[config.mk]
export PLATFORM = sky130hd
export DESIGN_NAME = alu_op_dispatch
export DESIGN_NICKNAME = d
export VERILOG_FILES = /design/src/rtl/alu_pkg.sv /design/src/rtl/alu_op_onehot.sv /design/src/rtl/alu_op_dispatch.sv
export SDC_FILE = /design/constraint.sdc
export NUM_CORES = 1
export LEC_CHECK = 0
export BUFFER_PORTS_ARGS = -buffer_cell sky130_fd_sc_hd__buf_2
export CORE_ASPECT_RATIO = 1.2
export CORE_MARGIN = 5
export CORE_UTILIZATION = 55
export CTS_CLUSTER_DIAMETER = 150
export CTS_CLUSTER_SIZE = 10
export DETAILED_ROUTE_END_ITERATION = 10
export PLACE_DENSITY = 0.82
export SLEW_MARGIN = 20
export SYNTH_ARGS = -nofsm -noshare
export SYNTH_HDL_FRONTEND = slang
export SYNTH_SLANG_ARGS = --single-unit
[constraint.sdc]
create_clock -name clk -period 3.6 [get_ports clk]
set_input_delay 0.36 -clock clk [delete_from_list [all_inputs] [get_ports clk]]
set_output_delay 0.36 -clock clk [all_outputs]
set_load 0.02 [all_outputs]
[src/rtl/alu_pkg.sv]
// Shared ALU control constants: op encodings, dispatch FSM states and unit count.
// The result mux select decodes these same op values.
package alu_pkg;

  localparam int NUM_UNITS = 8;
  localparam int OPW       = 3;

  localparam logic [OPW-1:0] OP_AND  = 3'b000;
  localparam logic [OPW-1:0] OP_OR   = 3'b001;
  localparam logic [OPW-1:0] OP_ADD  = 3'b010;
  localparam logic [OPW-1:0] OP_SLT  = 3'b011;
  localparam logic [OPW-1:0] OP_MUL  = 3'b100;
  localparam logic [OPW-1:0] OP_XOR  = 3'b101;
  localparam logic [OPW-1:0] OP_SLL  = 3'b110;
  localparam logic [OPW-1:0] OP_RSVD = 3'b111;

  typedef enum logic [1:0] {
    ST_IDLE  = 2'd0,
    ST_ISSUE = 2'd1,
    ST_WAIT  = 2'd2,
    ST_RESP  = 2'd3
  } state_t;

  // Only the add/sub unit interprets the subtract qualifier.
  function automatic logic sub_qualify(input logic [OPW-1:0] op, input logic sub);
    return (op == OP_ADD) && sub;
  endfunction

endpackage

[src/rtl/alu_op_onehot.sv]
// Op code to one-hot unit start vector; all-zero when not enabled.
module alu_op_onehot
  import alu_pkg::*;
(
  input  logic                 en,
  input  logic [OPW-1:0]       op,
  output logic [NUM_UNITS-1:0] onehot
);

  always_comb begin
    onehot = '0;
    if (en) onehot[op] = 1'b1;
  end

endmodule

[src/rtl/alu_op_dispatch.sv]
// Dispatches one ALU op at a time: latches the select, pulses the matching unit start,
// waits for that unit's done (or times out) and holds the response until it is taken.
module alu_op_dispatch
  import alu_pkg::*;
#(
  parameter int TIMEOUT = 16,
  parameter int CNTW    = 8
) (
  input  logic                 clk,
  input  logic                 rst_n,
  input  logic                 req_valid,
  output logic                 req_ready,
  input  logic [OPW-1:0]       req_op,
  input  logic                 req_sub,
  output logic [OPW-1:0]       sel,
  output logic                 sub,
  output logic [NUM_UNITS-1:0] start,
  input  logic [NUM_UNITS-1:0] unit_done,
  output logic                 rsp_valid,
  input  logic                 rsp_ready,
  output logic                 rsp_err,
  output logic [CNTW-1:0]      rsp_cycles
);

  localparam logic [CNTW-1:0] CNT_LAST = CNTW'(TIMEOUT - 1);

  state_t          state, state_nxt;
  logic [OPW-1:0]  sel_q;
  logic            sub_q;
  logic [CNTW-1:0] cnt;
  logic            err_q;
  logic [CNTW-1:0] cycles_q;

  logic accept;
  logic wait_done;
  logic wait_timeout;

  always_ff @(posedge clk or negedge rst_n) begin
    if (!rst_n) state <= ST_IDLE;
    else        state <= state_nxt;
  end

  // Done is checked before the timeout so a completion on the last allowed cycle still counts.
  always_comb begin
    state_nxt    = state;
    accept       = 1'b0;
    wait_done    = 1'b0;
    wait_timeout = 1'b0;
    case (state)
      ST_IDLE: begin
        if (req_valid) begin
          accept    = 1'b1;
          state_nxt = (req_op == OP_RSVD) ? ST_RESP : ST_ISSUE;
        end
      end
      ST_ISSUE: state_nxt = ST_WAIT;
      ST_WAIT: begin
        if (unit_done[sel_q]) begin
          wait_done = 1'b1;
          state_nxt = ST_RESP;
        end else if (cnt == CNT_LAST) begin
          wait_timeout = 1'b1;
          state_nxt    = ST_RESP;
        end
      end
      ST_RESP: begin
        if (rsp_ready) state_nxt = ST_IDLE;
      end
      default: state_nxt = ST_IDLE;
    endcase
  end

  always_ff @(posedge clk or negedge rst_n) begin
    if (!rst_n) begin
      sel_q    <= OP_AND;
      sub_q    <= 1'b0;
      cnt      <= '0;
      err_q    <= 1'b0;
      cycles_q <= '0;
    end else begin
      if (accept) begin
        sel_q    <= req_op;
        sub_q    <= sub_qualify(req_op, req_sub);
        err_q    <= (req_op == OP_RSVD);
        cycles_q <= '0;
      end
      if (state == ST_ISSUE) begin
        cnt <= '0;
      end else if ((state == ST_WAIT) && !wait_done && !wait_timeout) begin
        cnt <= cnt + CNTW'(1);
      end
      if (wait_done) begin
        err_q    <= 1'b0;
        cycles_q <= cnt + CNTW'(1);
      end else if (wait_timeout) begin
        err_q    <= 1'b1;
        cycles_q <= '0;
      end
    end
  end

  // Start is decoded from state, so an async reset drops it without waiting for a clock.
  alu_op_onehot u_start_dec (
    .en     (state == ST_ISSUE),
    .op     (sel_q),
    .onehot (start)
  );

  assign req_ready  = (state == ST_IDLE);
  assign rsp_valid  = (state == ST_RESP);
  assign sel        = sel_q;
  assign sub        = sub_q;
  assign rsp_err    = err_q;
  assign rsp_cycles = cycles_q;

  a_start_onehot0 : assert property (@(posedge clk) disable iff (!rst_n) $onehot0(start));
  a_start_issue_only : assert property (@(posedge clk) disable iff (!rst_n)
    (start != '0) |-> (state == ST_ISSUE));
  a_sel_stable_resp : assert property (@(posedge clk) disable iff (!rst_n)
    (state == ST_RESP) && !rsp_ready |=> $stable(sel) && $stable(rsp_cycles) && $stable(rsp_err));

endmodule

==> impl_metrics.ini, run 1 <==
[global_route]
grt_pass1_vias = 1117
grt_util_all_layers = 0.169
grt_pass1_wl_mm = 5.07
overflow = 0
grt_max_degree = 24
antenna_found_initial = 0

[clocking]
htree_levels = 1
cts.hold.buffers_added = 0
clockBufferDepth = 2
root_buffer = clkbuf_4
cts_made_buffers = 3
ctsResizeCount = 0
clk_latency_ns = 0.30
cts_num_sinks = 23
clk_pin_slew_ns = 0.13
post_cts_buffers = 0
cts_tree = yes

[detailed_routing]
wl_per_cell_um = 14.4
drt_first_pass_iters = 4
drt_wl_total_mm = 2.88
first_iter_violations = 22
drc = 0
drt-vias-per-instance = 5.54
vias = 1107
drtAntennaViolNets = 0

[cells_and_area]
nets = 192
stdcell_area_um2 = 1580
n_antenna_cell = 0
nFillCells = 218
drive_gt1_frac = 0.290
fin_util = 0.677
area_growth_pct = 15.6

[power_and_ir_drop]
cellLeakagePower_nw = 0.774
p_total_w = 0.00105
power_density_nw_per_um2 = 665
ir_drop_uv = 491

[sta]
drv_slew = 0
finalCriticalPeriod_ns = 2.34
finalHoldViolations = 0
fin_skew_ns = 0.00342
slew_headroom = 0.507
hold_ws_ns = 0.00687
fin_setup_tns_ns = 0
finalCritPeriodShare = 0.651
rsz0062_at_grt = no
max_freq_ghz = 0.427
worstMarginPinSlew_ns = 0.733
setup_viol = 0

[place]
io_buffers = 38
routabilityCongestion = 0.785
dp_hpwl_mm = 2.22
post_dp_cell_area_um2 = 1550

[synth]
synthAdderAreaFrac = 0.0550
synth_edf_count = 0
syn_area_um2 = 1360
synthSimpleGateAreaFrac = 0.190
synth_mux_area_frac = 0.0963
synthArstFlopShare = 1.00
ys_types = 37
synth_compound_area_frac = 0.144
synth_top_area_share = 0.422
synth_xor_area_frac = 0.0450
syn_avg_cell_area_um2 = 10.3
synthCells = 133
yosysMostFrequentCell = dfrtp_1
synthFlopType = dfrtp_1
synth_top_area_cell = dfrtp_1
synth_top_family_by_area = simple AND/OR/NAND/NOR gates
synthTopCellsByArea = dfrtp_1 42%, ha_1 5.5%, o2bb2ai_1 5.1%
ys_warn_count = 0
ys_ff_latch = 23
ys_top_cells_by_count = 23 x dfrtp_1, 18 x nor2_1, 8 x o2bb2ai_1
synth_nets = 155
ys_seq_area_frac = 0.422

[setup_path]
worst_ep_required_time_ns = 3.80
r2r_setup_slack_ns = 1.26
critPathArrivalTime_ns = 2.54
regToRegStartpoint = sel[0]$_DFFE_PN0P_
path_max_fanout = 13
crit_type = reg -> reg
critPathCaptureType = flip-flop
critPathTopFamily = simple AND/OR/NAND/NOR gates
slowest_delay_ns = 0.72
critical-path-slowest-cell = nor4_4
worstPathCellList = mux2i_1 -> o22ai_1 -> nor4_4 -> nor2b_1 -> mux2_4
r2r_end = cnt[4]$_DFFE_PN0P_
path_buf_inv = 0
start_kind = flip-flop
reg2regPathDepth = 5

[die]
num_rows = 19
die_h_um = 64.6
dieArea_um2 = 3580
core-area_um2 = 2330
initial_core_util = 0.585
io_pins = 39
dieWidth_um = 55.5

[run]
cap_violations = 0

[hold_path]
hp-class = in -> async

[run_status]
outcome = complete, no violations
## stage by stage
stage	instances	setup slack, ns
CTS	200	1.27
global placement	196	1.42
floorplan	133	1.66
finish	200	1.26
detailed placement	196	1.29
global route	200	1.09
## registers in the layout, indices dropped and copies added, names as in the netlist
name,cells
rsp_err,1
rsp_cycles,8
sub,1
sel,3
cnt,8
state,2
## worst register-to-register path: cells and delay by family (launching register included)
family	cells	cell delay [ns]
flip-flops	1	0.54
multiplexers	2	0.54
AND/OR/NAND/NOR	2	0.98
AO/OA/AOI/OAI	1	0.18
## cell families (layout without fill, tap and decap cells)
logic type / Yosys count / after routing
flip-flops: 23 / 23
XOR/XNOR: 7 / 7
buffers and inverters: 12 / 48
multiplexers: 12 / 12
adder cells (fa/ha/maj): 6 / 6
AND/OR/NAND/NOR: 48 / 48
AO/OA/AOI/OAI: 25 / 25
## final cells by class
cell class                 instances  area, µm²  area share
timing repair buffer              38        190       0.121
inverter                           6       22.5      0.0143
multi-input combinational         98        723       0.459
sequential                        23        576       0.365
tap                               31       38.8      0.0246
clock buffer                       4       26.3      0.0167
## power by group
group	switching [W]	total, W	internal (W)
clock network	0.0000773	0.000120	0.0000431
registers	0.0000682	0.000381	0.000313
logic	0.000336	0.000547	0.000211
total	0.000481	0.00105	0.000567
## layer usage
| layer | share of wire | global-route usage | vias to the layer above |
|---|---|---|---|
| li1 | - | - | 539 |
| met1 | 0.42 | 0.195 | 541 |
| met2 | 0.53 | 0.325 | 23 |
| met3 | 0.040 | 0.0238 | 4 |
| met4 | 0.011 | 0.0426 | 0 |
| met5 | 0 | 0 | - |
## layout by cell type, fill, tap and decap left out, drive strengths merged, types with 2 or more instances in the layout
master / instances
nand3: 3
o22ai: 2
and3: 3
mux2: 6
inv: 6
a31o: 3
mux2i: 6
o21ai: 2
nand2b: 6
buf: 38
dfrtp: 23
xor2: 2
ha: 6
nor3: 3
nand2: 6
nor2b: 3
clkbuf: 4
xnor2: 5
o2bb2ai: 8
nor2: 18
a21oi: 5
## worst max path at each step
stage | startpoint | to | slack, ns | cells after the start
2_1_floorplan | state[1]$_DFFE_PN0P_ | start[1] | 1.66 | 5
3_3_place_gp | sel[0]$_DFFE_PN0P_ | cnt[4]$_DFFE_PN0P_ | 1.42 | 5
3_5_place_dp | sel[0]$_DFFE_PN0P_ | cnt[4]$_DFFE_PN0P_ | 1.29 | 5
4_1_cts | sel[0]$_DFFE_PN0P_ | cnt[4]$_DFFE_PN0P_ | 1.27 | 5
5_1_grt | sel[0]$_DFFE_PN0P_ | cnt[4]$_DFFE_PN0P_ | 1.09 | 5
6_report | sel[0]$_DFFE_PN0P_ | cnt[4]$_DFFE_PN0P_ | 1.26 | 5
(Power assumes the default switching activity.)
==> run 2: changes to the inputs <==
CORE_UTILIZATION = 51   (was 55)
PLACE_DENSITY = 0.77   (was 0.82)
clock period = 2.4 ns   (was 3.6 ns; I/O delays follow)
==> run 2 against run 1 <==
  * Routed wire length is 8.0% higher
  * Cell area is 1.7% higher
  * Non-clock buffer count is 3 higher
  * Count of clock-buffer cells in the layout stayed put
  * Fmax is 13% higher
  * Sequential cell count stayed put
  * Combinational power is 52% higher
  * Sequential share of layout area is 0.63 points lower
  * Via count is 4.5% higher
  * Setup slack worse by 0.94 ns
  * Largest power group unchanged
==> impl_metrics.ini, run 2 (same netlist as run 1, synthesis figures left out) <==
[cells_and_area]
seq_area_um2 = 576
most-common-layout-cells = 38 x buf_2, 23 x dfrtp_1, 18 x nor2_1, 8 x o2bb2ai_1
multi_input_area_um2 = 723
n_antenna_cell = 0
stdcell_area_um2 = 1600
area_growth_pct = 17.6
nets = 195
drive_gt1_frac = 0.297
final_common_cell = buf_2
fin_util = 0.628
nFillCells = 222

[detailed_routing]
drt_first_pass_iters = 4
first_iter_violations = 10
drtAntennaViolNets = 0
drt_wl_total_mm = 3.11
vias = 1157
wl_per_cell_um = 15.2
drt-vias-per-instance = 5.64
drc = 0

[sta]
fin_skew_ns = 0.00492
setup_viol = 0
finalHoldViolations = 0
worstMarginPinSlew_ns = 0.675
max_freq_ghz = 0.481
drv_slew = 0
fin_setup_tns_ns = 0
finalCriticalPeriod_ns = 2.08
finalCritPeriodShare = 0.867
rsz0062_at_grt = no
slew_headroom = 0.547

[global_route]
overflow = 0
grt_pass1_vias = 1196
antenna_found_initial = 0
grt_util_all_layers = 0.179
grt_max_degree = 24
grt_pass1_wl_mm = 5.33

[die]
initial_core_util = 0.534
io_pins = 39
dieWidth_um = 57.2
dieArea_um2 = 3810
die_h_um = 66.6
core-area_um2 = 2550
num_rows = 20

[clocking]
clk_latency_ns = 0.31
clockBufferDepth = 2
htree_levels = 1
cts_made_buffers = 3
cts_num_sinks = 23
root_buffer = clkbuf_4
post_cts_buffers = 0
clk_pin_slew_ns = 0.13
cts_tree = yes

[setup_path]
path_max_fanout = 8
regToRegStartpoint = sel[0]$_DFFE_PN0P_
reg2regPathDepth = 5
crit_start = sel[0]$_DFFE_PN0P_
worst_ep_required_time_ns = 2.61
critPathCaptureType = flip-flop
crit_path_end = cnt[4]$_DFFE_PN0P_
start_kind = flip-flop
crit_type = reg -> reg
r2r_end = cnt[4]$_DFFE_PN0P_
critical-path-slowest-cell = dfrtp_1
critPathArrivalTime_ns = 2.29
r2r_setup_slack_ns = 0.32
slowest_delay_ns = 0.54
worstPathCellList = mux2i_1 -> o22ai_1 -> nor4_4 -> nor2b_1 -> mux2_4

[place]
routabilityCongestion = 0.829
post_dp_cell_area_um2 = 1570
dp_hpwl_mm = 2.42
io_buffers = 38

[power_and_ir_drop]
p_seq_frac = 0.361
switching_share = 0.456
p_comb_frac = 0.524
power_density_nw_per_um2 = 991
clkPwrFrac = 0.116
switchingPower_w = 0.000724
cellLeakagePower_nw = 0.789
internal_power_w = 0.000865
ir_drop_uv = 755

[run]
cap_violations = 0

[run_status]
outcome = complete, no violations

[hold_path]
hp-class = in -> reg
-- run 2: cell types whose count changed in the layout (fill, tap and decap cells not counted), sizes merged --
cell / delta
buf: +2
dlygate4sd3: +1
-- run 2: power by group through the flow --
stage          registers [W]  clock network (W)  logic (W)
4_1_cts             0.000569           0.000184   0.000842
5_1_grt             0.000586           0.000209   0.000919
3_3_place_gp        0.000569                  0   0.000815
2_1_floorplan       0.000609                  0   0.000594
3_5_place_dp        0.000577                  0   0.000837
6_report            0.000573           0.000184   0.000832
-- run 2: timing repair --
item | CTS | global route
resized for setup | 0 | 0
hold endpoints to repair | 23 | 0
hold buffers | 1 | 0
-- run 2: stage by stage --
step	power (W)	setup slack, ns	hold WS (ns)	std cells
2_1_floorplan	0.00120	0.466	-0.0556	133
3_5_place_dp	0.00141	0.354	0.251	200
4_1_cts	0.00160	0.347	0.186	205
6_report	0.00159	0.320	0.179	205
5_1_grt	0.00171	0.175	0.173	205
3_3_place_gp	0.00138	0.438	0.241	200
-- run 2: layout make-up --
cell class,count,area share
timing repair buffer,41,0.134
clock buffer,4,0.0164
tap,33,0.0257
sequential,23,0.359
inverter,6,0.0140
multi-input combinational,98,0.451
-- run 2: critical path: cells and delay by family (launching register included) --
kind	cells	cell delay, ns
AOI/OAI and AO/OA	1	0.18
DFF	1	0.54
muxes	2	0.54
and+or+nand+nor	2	0.72
-- run 2: how the worst min path moves through the flow --
stage                    from                        end  slack, ns  cells past startpoint
finish              req_op[2]         sel[2]$_DFFE_PN0P_       0.18                      2
global route        req_op[0]         sel[0]$_DFFE_PN0P_       0.17                      2
CTS                 req_op[0]         sel[0]$_DFFE_PN0P_       0.19                      2
detailed placement      rst_n  rsp_cycles[1]$_DFFE_PN0P_       0.25                      1
global placement        rst_n  rsp_cycles[3]$_DFFE_PN0P_       0.24                      1
floorplan               rst_n         cnt[0]$_DFFE_PN0P_      -0.06                      0
-- run 2: routing by layer --
layer | routed length [µm] | share of wire | global-route usage | up-vias
met4 | 58 | 0.019 | 0.0783 | 0
met3 | 123 | 0.040 | 0.0252 | 6
met1 | 1230 | 0.40 | 0.193 | 573
met5 | 0 | 0 | 0 | -
met2 | 1700 | 0.55 | 0.343 | 33
li1 | - | - | - | 545
==> run 3: changes to the inputs <==
MAX_ROUTING_LAYER = met4   (was default)
==> run 3 against run 2 <==
  * Utilization is the same
  * Critical path type unchanged
  * Fmax is 0.38% higher
  * Register-to-register slack is essentially flat
  * Cell area is the same
  * Global-route usage is 0.52 points higher
  * Cell count did not move
  * Total power down 0.38%
  * Largest cell class unchanged
  * Clock skew down 0.0022 ns
  * First-iteration DRC count is 20% higher
  * Critical path depth unchanged
  * Combinational power barely moved
  * Die area is the same
==> impl_metrics.ini, run 3 (same netlist as run 1, synthesis figures left out) <==
[sta]
rsz0062_at_grt = no
finalHoldViolations = 0
fin_ws_ns = 0.327
max_freq_ghz = 0.482
finalCriticalPeriod_ns = 2.07
slew_headroom = 0.547
finalCritPeriodShare = 0.864
fin_skew_ns = 0.00272
worstMarginPinSlew_ns = 0.675
setup_viol = 0
drv_slew = 0
fin_setup_tns_ns = 0

[detailed_routing]
drt_wl_total_mm = 3.11
routed.top_layer = met4
wl_per_cell_um = 15.2
wl_met2_mm = 1.68
drt-vias-per-instance = 5.62
route.met3.wl_um = 125
drc = 0
first_iter_violations = 12
vias = 1152
drt_first_pass_iters = 4
wl_met1_mm = 1.23
drtAntennaViolNets = 0

[clocking]
root_buffer = clkbuf_4
cts_made_buffers = 3
cts_tree = yes
clockBufferDepth = 2
clk_pin_slew_ns = 0.12
clk_latency_ns = 0.30
htree_levels = 1
cts_num_sinks = 23

[cells_and_area]
most-common-layout-cells = 38 x buf_2, 23 x dfrtp_1, 18 x nor2_1, 8 x o2bb2ai_1
nFillCells = 222
nets = 195
fin_util = 0.628
area_growth_pct = 17.6
seq_area_um2 = 576
stdcell_area_um2 = 1600
drive_gt1_frac = 0.297
final_common_cell = buf_2
n_antenna_cell = 0
multi_input_area_um2 = 723

[global_route]
overflow = 0
grt_pass1_vias = 1195
grt_pass1_wl_mm = 5.33
grt_max_degree = 24
antenna_found_initial = 0
grt_util_all_layers = 0.184

[power_and_ir_drop]
power_density_nw_per_um2 = 987
internal_power_w = 0.000865
switching_share = 0.454
p_total_w = 0.00158
p_seq_frac = 0.361
p_comb_frac = 0.526
clkPwrFrac = 0.113
ir_drop_uv = 749
switchingPower_w = 0.000718
cellLeakagePower_nw = 0.789

[die]
dieWidth_um = 57.2
die_h_um = 66.6
initial_core_util = 0.534
num_rows = 20
dieArea_um2 = 3810
core-area_um2 = 2550
io_pins = 39

[setup_path]
critPathCaptureType = flip-flop
path_max_fanout = 8
crit_start = sel[0]$_DFFE_PN0P_
start_kind = flip-flop
critPathArrivalTime_ns = 2.28
regToRegStartpoint = sel[0]$_DFFE_PN0P_
worst_ep_required_time_ns = 2.61
crit_type = reg -> reg

[hold_path]
hp-class = in -> reg
worstHoldStart = req_op[2]

[place]
dp_hpwl_mm = 2.42
routabilityCongestion = 0.842
io_buffers = 38
post_dp_cell_area_um2 = 1570
pre_cts_ws_ns = 0.354

[run]
cap_violations = 0

[run_status]
outcome = complete, no violations
-- run 3: cell counts in the layout (fill, tap and decap cells not counted) --
Identical to the previous run, type by type.
-- run 3: per-layer routing --
layer,GRT usage,up-vias
li1,-,545
met1,0.197,565
met2,0.343,34
met3,0.0213,8
met4,0.0783,0
met5,-,-
-- run 3: stage by stage --
stage,instances,hold WS [ns]
floorplan,133,-0.0556
global placement,200,0.241
detailed placement,200,0.251
CTS,205,0.186
global route,205,0.173
finish,205,0.188
-- run 3: area by class of cell --
class	count	area share
flip-flops and latches	23	0.359
well taps	33	0.0257
clock buffers	4	0.0164
multi-input cells	98	0.451
inverters	6	0.0140
repair buffers	41	0.134
-- run 3: repair_timing --
action | CTS | global route
resized for setup | 0 | 0
hold buffers | 1 | 0
buffers inserted | 0 | 0
endpoints found under the hold margin | 23 | 0
-- run 3: path summary, 6_finish.rpt --
check	endpoint	slack (ns)	cells after the start
max	cnt[4]$_DFFE_PN0P_	0.33	5
min	sel[2]$_DFFE_PN0P_	0.19	2
max reg2reg	cnt[4]$_DFFE_PN0P_	0.33	5
min reg2reg	rsp_cycles[1]$_DFFE_PN0P_	0.50	1
max in group asynchronous	sub$_DFFE_PN0P_	1.61	2
min in group asynchronous	rsp_cycles[3]$_DFFE_PN0P_	0.44	2
-- run 3: worst max-delay path: stages (launching register included) --
cell and delay [ns]:
dfrtp_1 0.53, mux2i_1 0.23, o22ai_1 0.18, nor4_4 0.49, nor2b_1 0.23, mux2_4 0.31
-- run 3: power groups by stage --
| stage | combinational, W | clock [W] | sequential (W) |
|---|---|---|---|
| after floorplan | 0.000594 | 0 | 0.000609 |
| after global placement | 0.000815 | 0 | 0.000569 |
| after detailed placement | 0.000837 | 0 | 0.000577 |
| after CTS | 0.000842 | 0.000184 | 0.000569 |
| after global routing | 0.000919 | 0.000209 | 0.000586 |
| final | 0.000833 | 0.000179 | 0.000571 |
